### src/rtl/ram_host_port.sv
// ram_host_port
//   Byte-stream command engine that owns the embedded synchronous RAM port
//   while a serial host loads or dumps memory. A command byte is followed by a
//   4-byte header (addr_hi, addr_lo, len_hi, len_lo).
//   CMD_WR: the next len payload bytes are written to consecutive addresses.
//   CMD_RD: len bytes are read and streamed out on the tx side.
//   Addresses at or above MEM_DEPTH are rejected with a one-cycle err pulse.
//   An increment from MEM_DEPTH-1 wraps the address to 0.
//
// Ports
//   clk, reset          system clock; asynchronous active-high reset
//   rx_data/valid/ready incoming command/header/payload bytes
//   tx_data/valid/ready outgoing read bytes (held stable until accepted)
//   mem_we/addr/din     registered RAM request
//   mem_dout            RAM read data, valid one cycle after the address
//   busy                high whenever a command is in progress
//   err                 one-cycle pulse on a rejected header
module ram_host_port #(
  parameter int          ADDR_W    = 15,
  parameter int          MEM_DEPTH = 28672,
  parameter logic [7:0]  CMD_WR    = 8'h57,
  parameter logic [7:0]  CMD_RD    = 8'h52
) (
  input  logic              clk,
  input  logic              reset,
  input  logic [7:0]        rx_data,
  input  logic              rx_valid,
  output logic              rx_ready,
  output logic [7:0]        tx_data,
  output logic              tx_valid,
  input  logic              tx_ready,
  output logic              mem_we,
  output logic [ADDR_W-1:0] mem_addr,
  output logic [7:0]        mem_din,
  input  logic [7:0]        mem_dout,
  output logic              busy,
  output logic              err
);

  localparam logic [ADDR_W-1:0] LAST_ADDR = ADDR_W'(MEM_DEPTH - 1);

  typedef enum logic [2:0] {
    S_IDLE,
    S_HDR,
    S_WDATA,
    S_RD_ISSUE,
    S_RD_WAIT,
    S_RD_SEND
  } state_t;

  state_t            state, state_next;
  logic              cmd_rd;
  logic [1:0]        hdr_cnt;
  logic [7:0]        addr_hi;
  logic [ADDR_W-1:0] addr;
  logic [ADDR_W-1:0] addr_inc;
  logic [15:0]       len;

  logic rx_fire;
  logic tx_fire;
  logic is_cmd;
  logic addr_bad;
  logic len_zero;

  assign rx_fire  = rx_valid & rx_ready;
  assign tx_fire  = tx_valid & tx_ready;
  assign is_cmd   = (rx_data == CMD_WR) || (rx_data == CMD_RD);
  // addr holds the complete header address by the time the 4th byte arrives.
  assign addr_bad = (addr > LAST_ADDR);
  assign len_zero = ({len[15:8], rx_data} == 16'h0000);
  assign addr_inc = (addr == LAST_ADDR) ? '0 : addr + ADDR_W'(1);
  assign busy     = (state != S_IDLE);

  // State register
  // NOTE: sequential state uses non-blocking assignments so every register
  // samples pre-edge values, independent of process evaluation order.
  always_ff @(posedge clk or posedge reset) begin
    if (reset) state <= S_IDLE;
    else       state <= state_next;
  end

  // Next-state and rx_ready
  // NOTE: every signal written here gets a default first; a path that skips
  // an assignment would otherwise infer a latch.
  always_comb begin
    state_next = state;
    rx_ready   = 1'b0;
    unique case (state)
      S_IDLE: begin
        rx_ready = 1'b1;
        if (rx_valid && is_cmd) state_next = S_HDR;
      end
      S_HDR: begin
        rx_ready = 1'b1;
        if (rx_valid && hdr_cnt == 2'd3) begin
          if (addr_bad || len_zero) state_next = S_IDLE;
          else if (cmd_rd)          state_next = S_RD_ISSUE;
          else                      state_next = S_WDATA;
        end
      end
      S_WDATA: begin
        // Once len reaches 0 this cycle is the final write cycle: stop
        // accepting and return to IDLE after it.
        rx_ready = (len != 16'h0000);
        if (len == 16'h0000) state_next = S_IDLE;
      end
      S_RD_ISSUE: state_next = S_RD_WAIT;
      S_RD_WAIT:  state_next = S_RD_SEND;
      S_RD_SEND: begin
        if (tx_fire) state_next = (len == 16'd1) ? S_IDLE : S_RD_ISSUE;
      end
      default: state_next = S_IDLE;
    endcase
    // rx_ready is combinational, so force it low while reset is held to keep
    // every output at 0 during reset.
    if (reset) rx_ready = 1'b0;
  end

  // Datapath and registered outputs
  always_ff @(posedge clk or posedge reset) begin
    if (reset) begin
      cmd_rd   <= 1'b0;
      hdr_cnt  <= 2'd0;
      addr_hi  <= 8'h00;
      addr     <= '0;
      len      <= 16'h0000;
      mem_we   <= 1'b0;
      mem_addr <= '0;
      mem_din  <= 8'h00;
      tx_data  <= 8'h00;
      tx_valid <= 1'b0;
      err      <= 1'b0;
    end else begin
      mem_we <= 1'b0;
      err    <= 1'b0;
      unique case (state)
        S_IDLE: begin
          if (rx_fire && is_cmd) begin
            cmd_rd  <= (rx_data == CMD_RD);
            hdr_cnt <= 2'd0;
          end
        end
        S_HDR: begin
          if (rx_fire) begin
            hdr_cnt <= hdr_cnt + 2'd1;
            unique case (hdr_cnt)
              2'd0: addr_hi   <= rx_data;
              // Bits above ADDR_W (bit 15 of addr_hi) are dropped here.
              2'd1: addr      <= ADDR_W'({addr_hi, rx_data});
              2'd2: len[15:8] <= rx_data;
              default: begin
                len[7:0] <= rx_data;
                err      <= addr_bad;
                // Pre-load the first read address so RD_ISSUE presents it.
                mem_addr <= addr;
              end
            endcase
          end
        end
        S_WDATA: begin
          if (rx_fire) begin
            mem_we   <= 1'b1;
            mem_addr <= addr;
            mem_din  <= rx_data;
            addr     <= addr_inc;
            len      <= len - 16'd1;
          end
        end
        S_RD_WAIT: begin
          tx_data  <= mem_dout;
          tx_valid <= 1'b1;
        end
        S_RD_SEND: begin
          if (tx_fire) begin
            tx_valid <= 1'b0;
            addr     <= addr_inc;
            len      <= len - 16'd1;
            mem_addr <= addr_inc;
          end
        end
        default: ;
      endcase
    end
  end

endmodule

### config.mk
export PLATFORM = sky130hd
export DESIGN_NAME = ram_host_port
export DESIGN_NICKNAME = d
export VERILOG_FILES = /design/src/rtl/ram_host_port.sv
export SDC_FILE = /design/constraint.sdc
export NUM_CORES = 1
export LEC_CHECK = 0
export ABC_AREA = 1
export BUFFER_PORTS_ARGS = -buffer_cell sky130_fd_sc_hd__buf_4
export CAP_MARGIN = 20
export CORE_ASPECT_RATIO = 1.1
export CORE_MARGIN = 8
export CORE_UTILIZATION = 37
export CTS_BUF_LIST = sky130_fd_sc_hd__clkbuf_8 sky130_fd_sc_hd__clkbuf_16
export DETAILED_ROUTE_END_ITERATION = 10
export GPL_TIMING_DRIVEN = 0
export RECOVER_POWER = 25
export SLEW_MARGIN = 20
export SYNTH_ARGS = -nofsm -noshare
export SYNTH_HDL_FRONTEND = slang
export SYNTH_SLANG_ARGS = --single-unit
### constraint.sdc
create_clock -name clk -period 4.2 [get_ports clk]
set_input_delay 0.84 -clock clk [delete_from_list [all_inputs] [get_ports clk]]
set_output_delay 0.84 -clock clk [all_outputs]
set_load 0.01 [all_outputs]
==> impl_metrics.toml, run 1 <==
[status]
status = "finished, final reports clean"

[critical_path]
critPathBufInv = 1
cp.required_ns = 3.36
crit_type = "flop to output port"
cp_max_fo = 5
cp-end-kind = "output port"
cpMaxStageDelayCell = "dfrtp_1"
critical_path.top_delay_family = "simple AND/OR/NAND/NOR gates"
worst_ep_arrival_time_ns = 1.89
cp_num_cells = 7
slowest_delay_ns = 0.43
cp_cell_sequence = "nor2_1, nand2_1, nor2_1, nand2_1, nand2_1, a21oi_1, buf_4"
startpoint_type = "flop"
reg2reg_depth = 12
crit_top_cell = "nand2_1"

[sta]
period_needed_ns = 2.73
max_freq_mhz = 367
relSlewSlack = 0.619
finClkSkew_ns = 0.00858
rsz0062_at_grt = "false"
finalWorstSetupSlack_ns = 1.47
hold_violations = 0
setup_viol = 0
slew_viol_final = 0
worst_pin_slew_ns = 0.570
post-route-period-util = 0.649

[global_routing]
grt_pass1_wl_um = 22600
gr-total-overflow = 0
grt_pass1_vias = 4658
antenna_found_initial = 0
grt_use_total = 0.172
grt_max_degree = 56

[placed_design]
post-place-cells = 903
dp.final_hpwl_um = 10300
port_buffers = 55
dp_worst_setup_slack_ns = 1.45
gp_congestion = 0.925

[power]
p_leak_uw = 0.00303
powerDensity_mw_per_mm2 = 796
p_clk_frac = 0.176
p_sw_frac = 0.467
vdd_drop_max_mv = 0.299
combPwrFrac = 0.510
internal_power_uw = 2390
p_sw_uw = 2090
seq_power_share = 0.314

[finish]
post-route-util = 0.450
seqCellArea_mm2 = 0.00195
area_delta_synth_final_pct = 20.0
antenna_cells = 0
fin_nets = 786
multi_input_area_mm2 = 0.00244
n_fill_cell = 1342
layout.cells.non_filler = 919
drive_gt1_frac = 0.135

[yosys]
netlist_instances = 690
syn-cell-area_mm2 = 0.00469
ys_seq_area_frac = 0.417
ys_ff_latch = 78
avgSynthCellArea_um2 = 6.79
yosysUniqueCellTypes = 27
synth_nets = 719
yosys_warnings = 0

[route]
viasPerCell = 5.06
routedWlPerCell_um = 14.9
vias = 4646
drt-total-wl_um = 13700
drc = 0
ant_nets = 0
first_pass_iters = 5
drt_iter0_markers = 324

[min_path]
hold_depth = 2
hold_class = "flop to flop"

[cts]
cts.hold.buffers_added = 0
cts_tree = "done"
clk_path_buf_depth = 2
cts_setup_buffers = 0
cts_sinks = 78
cts_htree_levels = 3
cts_buffers = 9
clock_latency_ns = 0.34
cts_resized = 0
clkTransAtPathRegs_ns = 0.06
cts_root_buf = "clkbuf_16"

[die]
dieWidth_um = 123
coreArea_mm2 = 0.0125
dieArea_mm2 = 0.0165
ios = 56
die_h_um = 134
row_count = 43
initial_core_util = 0.375

[job]
drv_cap = 0
## cells by family after synthesis
kind of cell,synth area share
AND/OR/NAND/NOR,0.418
flip-flops,0.417
buffers and inverters,0.0630
AO/OA/AOI/OAI,0.0630
adder cells (fa/ha/maj),0.0240
XOR/XNOR,0.0150
## path summary, 6_finish.rpt
check	slack, ns	to	startpoint
setup / recovery	1.47	rx_ready	len[11]$_DFFE_PP0P_
max in group asynchronous	3.11	mem_addr[9]$_DFFE_PP0P_	reset
hold reg to reg	0.47	mem_addr[13]$_DFFE_PP0P_	mem_addr[13]$_DFFE_PP0P_
hold / removal	0.47	mem_addr[13]$_DFFE_PP0P_	mem_addr[13]$_DFFE_PP0P_
setup reg to reg	1.89	addr[7]$_DFFE_PP0P_	len[11]$_DFFE_PP0P_
min in group asynchronous	0.50	err$_DFF_PP0_	reset
## layout by cell type (no fill, tap or decap)
master	instances
nor2_1	62
nand2_1	294
o21bai_1	8
nand2_2	1
inv_1	44
buf_1	1
bufinv_16	1
buf_4	54
nand4_1	16
buf_2	17
o21ai_2	1
clkbuf_1	6
clkbuf_8	2
nand3_1	84
or2_2	2
xor2_1	5
a21o_1	2
inv_2	5
a21oi_4	1
nand3b_1	4
clkinv_2	3
ha_1	9
buf_16	1
nor2_2	3
nor3_2	1
clkbuf_16	9
xnor2_1	3
inv_4	1
nor2_4	1
o21ai_0	36
clkinv_1	1
dfrtp_1	78
a21oi_1	3
nor3_1	3
## power groups by stage
stage	Sequential (uW)	Combinational, uW	Clock, uW
CTS	1400	2300	808
finish	1400	2280	788
global route	1450	2610	832
global placement	1390	2260	0
detailed placement	1400	2300	0
floorplan	1390	1510	0
## area by class of cell
type                    instances  share of cell area
clock buffers                  11              0.0449
well taps                     157              0.0349
plain buffers                  23              0.0191
flip-flops and latches         78               0.347
inverters                      50              0.0338
clock inverters                 5             0.00868
repair buffers                 56              0.0777
multi-input cells             539               0.434
## sequential cells by signal (all words and copies together), names as in the netlist
name and flops:
err 1, len 16, hdr_cnt 2, mem_we 1
state 3, addr 15, addr_hi 7, mem_addr 15
cmd_rd 1, mem_din 8, tx_data 8, tx_valid 1
## synthesized netlist by cell type (all sizes together)
cell type,n,area share
clkbuf,5,0.0040
ha,9,0.024
nand4,16,0.021
o21ai,37,0.040
xor2,5,0.0093
nor2,66,0.056
inv,49,0.039
nand3b,4,0.0064
xnor2,3,0.0056
dfrtp,78,0.42
or2,2,0.0027
a21o,2,0.0032
o21bai,8,0.013
clkinv,1,0.00080
a21oi,4,0.0067
nand2,295,0.24
nor3,4,0.0053
nand3,84,0.090
buf,18,0.019
## layer usage
layer | global-route usage | wire length [um] | part of all wire
met4 | 0.0730 | 362 | 0.026
met1 | 0.219 | 6090 | 0.44
met2 | 0.279 | 6370 | 0.47
met5 | 0 | 0 | 0
met3 | 0.0319 | 867 | 0.063
## per-stage QoR
step                      power (uW)  area [um2]  hold slack (ns)  TNS, ns
after CTS                       4510        5630            0.476        0
after global routing            4900        5620            0.490        0
final                           4480        5620            0.469        0
after detailed placement        3700        5330            0.461        0
after floorplan                 2910        4690            0.454        0
after global placement          3650        5300            0.456   -25.46
## worst reg2reg max path, stage by stage (launching register included)
cell,delay [ns]
dfrtp_1,0.43
nor2_1,0.17
nand2_1,0.10
nor2_1,0.26
nand2_1,0.15
nand2_1,0.16
nand2_1,0.08
nand3_1,0.09
nand2_1,0.11
nand2_1,0.22
buf_2,0.32
nand2_1,0.09
nand2_1,0.07
Power figures use the tool's default switching activity.
==> run 2, diff against run 1 <==
==> constraint.sdc (replaced) <==
create_clock -name clk -period 2.51 [get_ports clk]
set_input_delay 0.502 -clock clk [delete_from_list [all_inputs] [get_ports clk]]
set_output_delay 0.502 -clock clk [all_outputs]
set_load 0.01 [all_outputs]
==> impl_metrics.toml, run 2 (synthesis gave the netlist of run 1 again) <==
[status]
status = "finished, final reports clean"

[route]
routedWlPerCell_um = 14.9
drc = 0
drt-total-wl_um = 13700
ant_nets = 0
first_pass_iters = 5
drt_iter0_markers = 356
vias = 4668
viasPerCell = 5.07

[finish]
largest_reg_flops = 16
post-route-util = 0.452
antenna_cells = 0
layout_commonest_cell = "nand2_1"
layout.cells.non_filler = 920
drive_gt1_frac = 0.142
fin_nets = 787
n_fill_cell = 1330
area_delta_synth_final_pct = 20.5
top_regs = "len x16, addr x15, mem_addr x15"
regMostFlops = "len"
layout_common_cells = "nand2_1 (293), nand3_1 (83), dfrtp_1 (78)"

[sta]
relSlewSlack = 0.451
max_freq_mhz = 433
worst_pin_slew_ns = 0.824
hold_violations = 0
post-route-period-util = 0.920
finalSetupTns_ns = 0
rsz0062_at_grt = "false"
finClkSkew_ns = 0.00616
setup_viol = 0
period_needed_ns = 2.31
slew_viol_final = 0

[global_routing]
grt_pass1_vias = 4519
grt_pass1_wl_um = 22600
grt_max_degree = 34
antenna_found_initial = 0
gr-total-overflow = 0
grt_use_total = 0.172

[cts]
clkTransAtPathRegs_ns = 0.06
cts_buffers = 9
clock_latency_ns = 0.34
cts_root_buf = "clkbuf_16"
cts_setup_buffers = 0
cts_htree_levels = 3
cts_sinks = 78
cts_tree = "done"
clk_path_buf_depth = 2
cts.hold.buffers_added = 0

[critical_path]
crit_type = "flop to output port"
cp.required_ns = 2.01
cp-end-kind = "output port"
worst_ep_arrival_time_ns = 1.81
cp_max_fo = 5
startpoint_type = "flop"

[placed_design]
port_buffers = 55
gp_congestion = 0.923
post-place-cells = 904
dp.final_hpwl_um = 10300

[die]
die_h_um = 134
ios = 56
dieWidth_um = 123
row_count = 43
initial_core_util = 0.375
dieArea_mm2 = 0.0165
coreArea_mm2 = 0.0125

[job]
drv_cap = 0

[min_path]
hold_class = "primary input to asynchronous set/reset pin"

[power]
vdd_drop_max_mv = 0.439
powerDensity_mw_per_mm2 = 1330
p_leak_uw = 0.00303
run 2: stage by stage:
step	setup slack (ns)	cell area (um2)	total power (uW)	hold slack, ns
2_1_floorplan	-0.00375	4710	4900	0.454
3_3_place_gp	-0.938	5320	6140	0.457
3_5_place_dp	0.0273	5360	6230	0.462
4_1_cts	0.125	5660	7580	0.244
5_1_grt	0.0528	5650	8220	0.297
6_report	0.200	5650	7530	0.233
run 2: critical path, stage by stage, from the launching register on:
cell	delay (ns)
dfrtp_1	0.42
nor2_1	0.27
nand2_1	0.11
nor2_1	0.16
nand2_1	0.09
nand2_1	0.15
a21oi_1	0.11
buf_4	0.15
run 2: final timing paths:
path                            slack [ns]  cells past startpoint                       to                    start
worst max register to register        0.26                     11  mem_addr[9]$_DFFE_PP0P_     state[1]$_DFFE_PP0P_
worst min-delay path                  0.23                      2            err$_DFF_PP0_                    reset
min in group clk                      0.35                      3   tx_data[7]$_DFFE_PP0P_              mem_dout[7]
max in group asynchronous             0.92                      4       len[7]$_DFFE_PP0P_                    reset
worst max-delay path                  0.20                      7                 rx_ready       len[3]$_DFFE_PP0P_
worst min register to register        0.47                      2  mem_addr[4]$_DFFE_PP0P_  mem_addr[4]$_DFFE_PP0P_
run 2: timing repair:
item / in CTS / in global routing
endpoints found under the hold margin: 0 / 0
resized for setup: 0 / 2
setup endpoints to repair: 0 / 12
run 2: final cells by class:
| type | instances | area, um2 | area share |
|---|---|---|---|
| sequential | 78 | 1950 | 0.346 |
| clock inverter | 6 | 61.3 | 0.0109 |
| buffer | 23 | 124 | 0.0219 |
| multi-input combinational | 539 | 2450 | 0.434 |
| timing repair buffer | 57 | 434 | 0.0769 |
| tap | 157 | 196 | 0.0348 |
| clock buffer | 10 | 239 | 0.0423 |
| inverter | 50 | 191 | 0.0339 |
run 2: metal layers:
| layer | GRT usage | part of all wire | vias to the layer above | routed length, um |
|---|---|---|---|---|
| met5 | 0 | 0 | - | 0 |
| met4 | 0.0583 | 0.019 | 0 | 264 |
| met3 | 0.0345 | 0.051 | 21 | 699 |
| met2 | 0.277 | 0.47 | 127 | 6440 |
| met1 | 0.224 | 0.46 | 2177 | 6260 |
| li1 | - | - | 2343 | - |
run 2: power by group:
group / switching [uW] / total, uW / leakage [uW] / internal (uW)
sequential: 518 / 2350 / 0.000982 / 1830
clock: 525 / 1320 / 0.000148 / 793
combinational: 2480 / 3870 / 0.00190 / 1390
total: 3530 / 7530 / 0.00303 / 4010
==> run 3, diff against run 2 <==
--- a/config.mk
+++ b/config.mk
@@ -12,6 +12,7 @@
 export CORE_MARGIN = 8
 export CORE_UTILIZATION = 37
 export CTS_BUF_LIST = sky130_fd_sc_hd__clkbuf_8 sky130_fd_sc_hd__clkbuf_16
+export CTS_CLUSTER_SIZE = 8
 export DETAILED_ROUTE_END_ITERATION = 10
 export GPL_TIMING_DRIVEN = 0
 export RECOVER_POWER = 25
==> constraint.sdc (replaced) <==
create_clock -name clk -period 2.51 [get_ports clk]
set_input_delay 0.251 -clock clk [delete_from_list [all_inputs] [get_ports clk]]
set_output_delay 0.251 -clock clk [all_outputs]
set_load 0.01 [all_outputs]
==> impl_metrics.toml, run 3 (synthesis gave the netlist of run 1 again) <==
[status]
status = "finished, final reports clean"

[route]
ant_nets = 0
vias = 4646
viasPerCell = 5.04
drc = 0
routedWlPerCell_um = 14.8
first_pass_iters = 4
drt_iter0_markers = 339
drt-total-wl_um = 13600

[power]
p_leak_uw = 0.00301
vdd_drop_max_mv = 0.534
seq_power_share = 0.318
combPwrFrac = 0.517
p_sw_uw = 3510
powerDensity_mw_per_mm2 = 1310
p_sw_frac = 0.475
p_clk_frac = 0.166
internal_power_uw = 3880

[cts]
clock_latency_ns = 0.35
cts_setup_buffers = 0
cts_root_buf = "clkbuf_16"
cts_tree = "done"
cts_htree_levels = 3
cts_buffers = 9
cts_sinks = 78
clk_path_buf_depth = 2
clkTransAtPathRegs_ns = 0.06

[critical_path]
r2r-end = "len[11]$_DFFE_PP0P_"
reg2reg_from = "len[0]$_DFFE_PP0P_"
reg2reg_depth = 13
startpoint_type = "primary input"
worst_ep_arrival_time_ns = 2.55
cp-end-kind = "flop"
cp.required_ns = 2.79
crit_type = "primary input to flop"
cp_max_fo = 32
crit_start = "reset"
ff2ff_setup_slack_ns = 0.25

[finish]
post-route-util = 0.451
drive_gt1_frac = 0.140
fin_nets = 789
layout_commonest_cell = "nand2_1"
layout_common_cells = "nand2_1 (293), nand3_1 (84), dfrtp_1 (78)"
top_regs = "len x16, addr x15, mem_addr x15"
antenna_cells = 0
largest_reg_flops = 16
regMostFlops = "len"
layout.cells.non_filler = 922
area_delta_synth_final_pct = 20.2

[min_path]
min-delay-start = "mem_dout[7]"
hold_class = "primary input to flop"
hold_end = "tx_data[7]$_DFFE_PP0P_"
hold_depth = 3

[die]
ios = 56
initial_core_util = 0.375
dieWidth_um = 123
dieArea_mm2 = 0.0165
row_count = 43
coreArea_mm2 = 0.0125
die_h_um = 134

[sta]
max_freq_mhz = 442
setup_viol = 0
relSlewSlack = 0.148
finClkSkew_ns = 0.00804
worst_pin_slew_ns = 1.28
rsz0062_at_grt = "false"
period_needed_ns = 2.26
post-route-period-util = 0.902
slew_viol_final = 0
hold_violations = 0

[placed_design]
gp_congestion = 0.919
port_buffers = 55
post-place-cells = 904
dp.final_hpwl_um = 10200

[global_routing]
grt_use_total = 0.174
grt_pass1_vias = 4574
gr-total-overflow = 0
antenna_found_initial = 0
grt_max_degree = 33
grt_pass1_wl_um = 22600

[job]
drv_cap = 0
[run 3: cell count changes in the layout (fill, tap and decap cells not counted)]
| cell | previous run | this run |
|---|---|---|
| clkinv_4 | 1 | 0 |
| clkbuf_2 | 1 | 0 |
| clkinvlp_2 | 0 | 1 |
| clkbuf_1 | 6 | 7 |
| buf_12 | 1 | 2 |
| bufinv_16 | 1 | 0 |
| buf_6 | 1 | 0 |
| clkinvlp_4 | 2 | 3 |
| nand3_2 | 1 | 0 |
| buf_2 | 12 | 16 |
| nand3_1 | 83 | 84 |
| dlygate4sd3_1 | 0 | 1 |
| buf_4 | 57 | 54 |
[run 3: per-layer routing]
metal	track usage	up-vias	routed length, um
li1	-	2349	-
met4	0.0616	0	172
met2	0.278	114	6460
met1	0.229	2172	6320
met5	0	-	0
met3	0.0303	11	682
[run 3: how the worst max path moves through the flow]
| stage | endpoint | slack [ns] | cells past startpoint |
|---|---|---|---|
| 3_3_place_gp | mem_addr[9]$_DFFE_PP0P_ | -0.84 | 8 |
| 2_1_floorplan | len[11]$_DFFE_PP0P_ | 0.14 | 7 |
| 6_report | len[11]$_DFFE_PP0P_ | 0.25 | 11 |
| 5_1_grt | len[7]$_DFFE_PP0P_ | 0.02 | 13 |
| 3_5_place_dp | len[2]$_DFFE_PP0P_ | 0.02 | 10 |
| 4_1_cts | len[2]$_DFFE_PP0P_ | 0.19 | 12 |
[run 3: what timing repair did]
item / CTS / global route
gates resized for setup: 0 / 3
setup endpoints to repair: 0 / 26
hold endpoints to repair: 25 / 0
hold buffers: 2 / 0
[run 3: stage by stage]
| step | area, um2 | power, uW | hold WS (ns) | setup TNS [ns] | setup WS (ns) |
|---|---|---|---|---|---|
| after global placement | 5300 | 6100 | 0.452 | -45.12 | -0.841 |
| after floorplan | 4690 | 4860 | 0.368 | 0 | 0.136 |
| after detailed placement | 5340 | 6170 | 0.357 | 0 | 0.0179 |
| final | 5630 | 7400 | 0.103 | 0 | 0.246 |
| after CTS | 5650 | 7430 | 0.0977 | 0 | 0.193 |
| after global routing | 5630 | 8090 | 0.114 | 0 | 0.0181 |
[run 3: cell type report]
cell class | instances | area [um2]
multi-input combinational | 539 | 2440
timing repair buffer | 59 | 463
tap | 157 | 196
clock inverter | 6 | 37.5
sequential | 78 | 1950
clock buffer | 10 | 239
inverter | 50 | 189
buffer | 23 | 110
fill | 1314 | 6850
[run 3: critical path, stage by stage]
cell and delay (ns):
dlygate4sd3_1 0.54, clkbuf_1 0.12, clkinvlp_2 0.13, buf_12 0.20
buf_12 0.22, nand3_1 0.12, nand2_1 0.15, buf_2 0.30
buf_2 0.30, nand3_1 0.10, nand2_1 0.09
[run 3: power groups by stage]
| stage | clock network (uW) | logic [uW] | registers [uW] |
|---|---|---|---|
| after floorplan | 0 | 2530 | 2330 |
| after global placement | 0 | 3770 | 2330 |
| after detailed placement | 0 | 3820 | 2350 |
| after CTS | 1260 | 3830 | 2340 |
| after global routing | 1290 | 4370 | 2430 |
| final | 1230 | 3820 | 2350 |
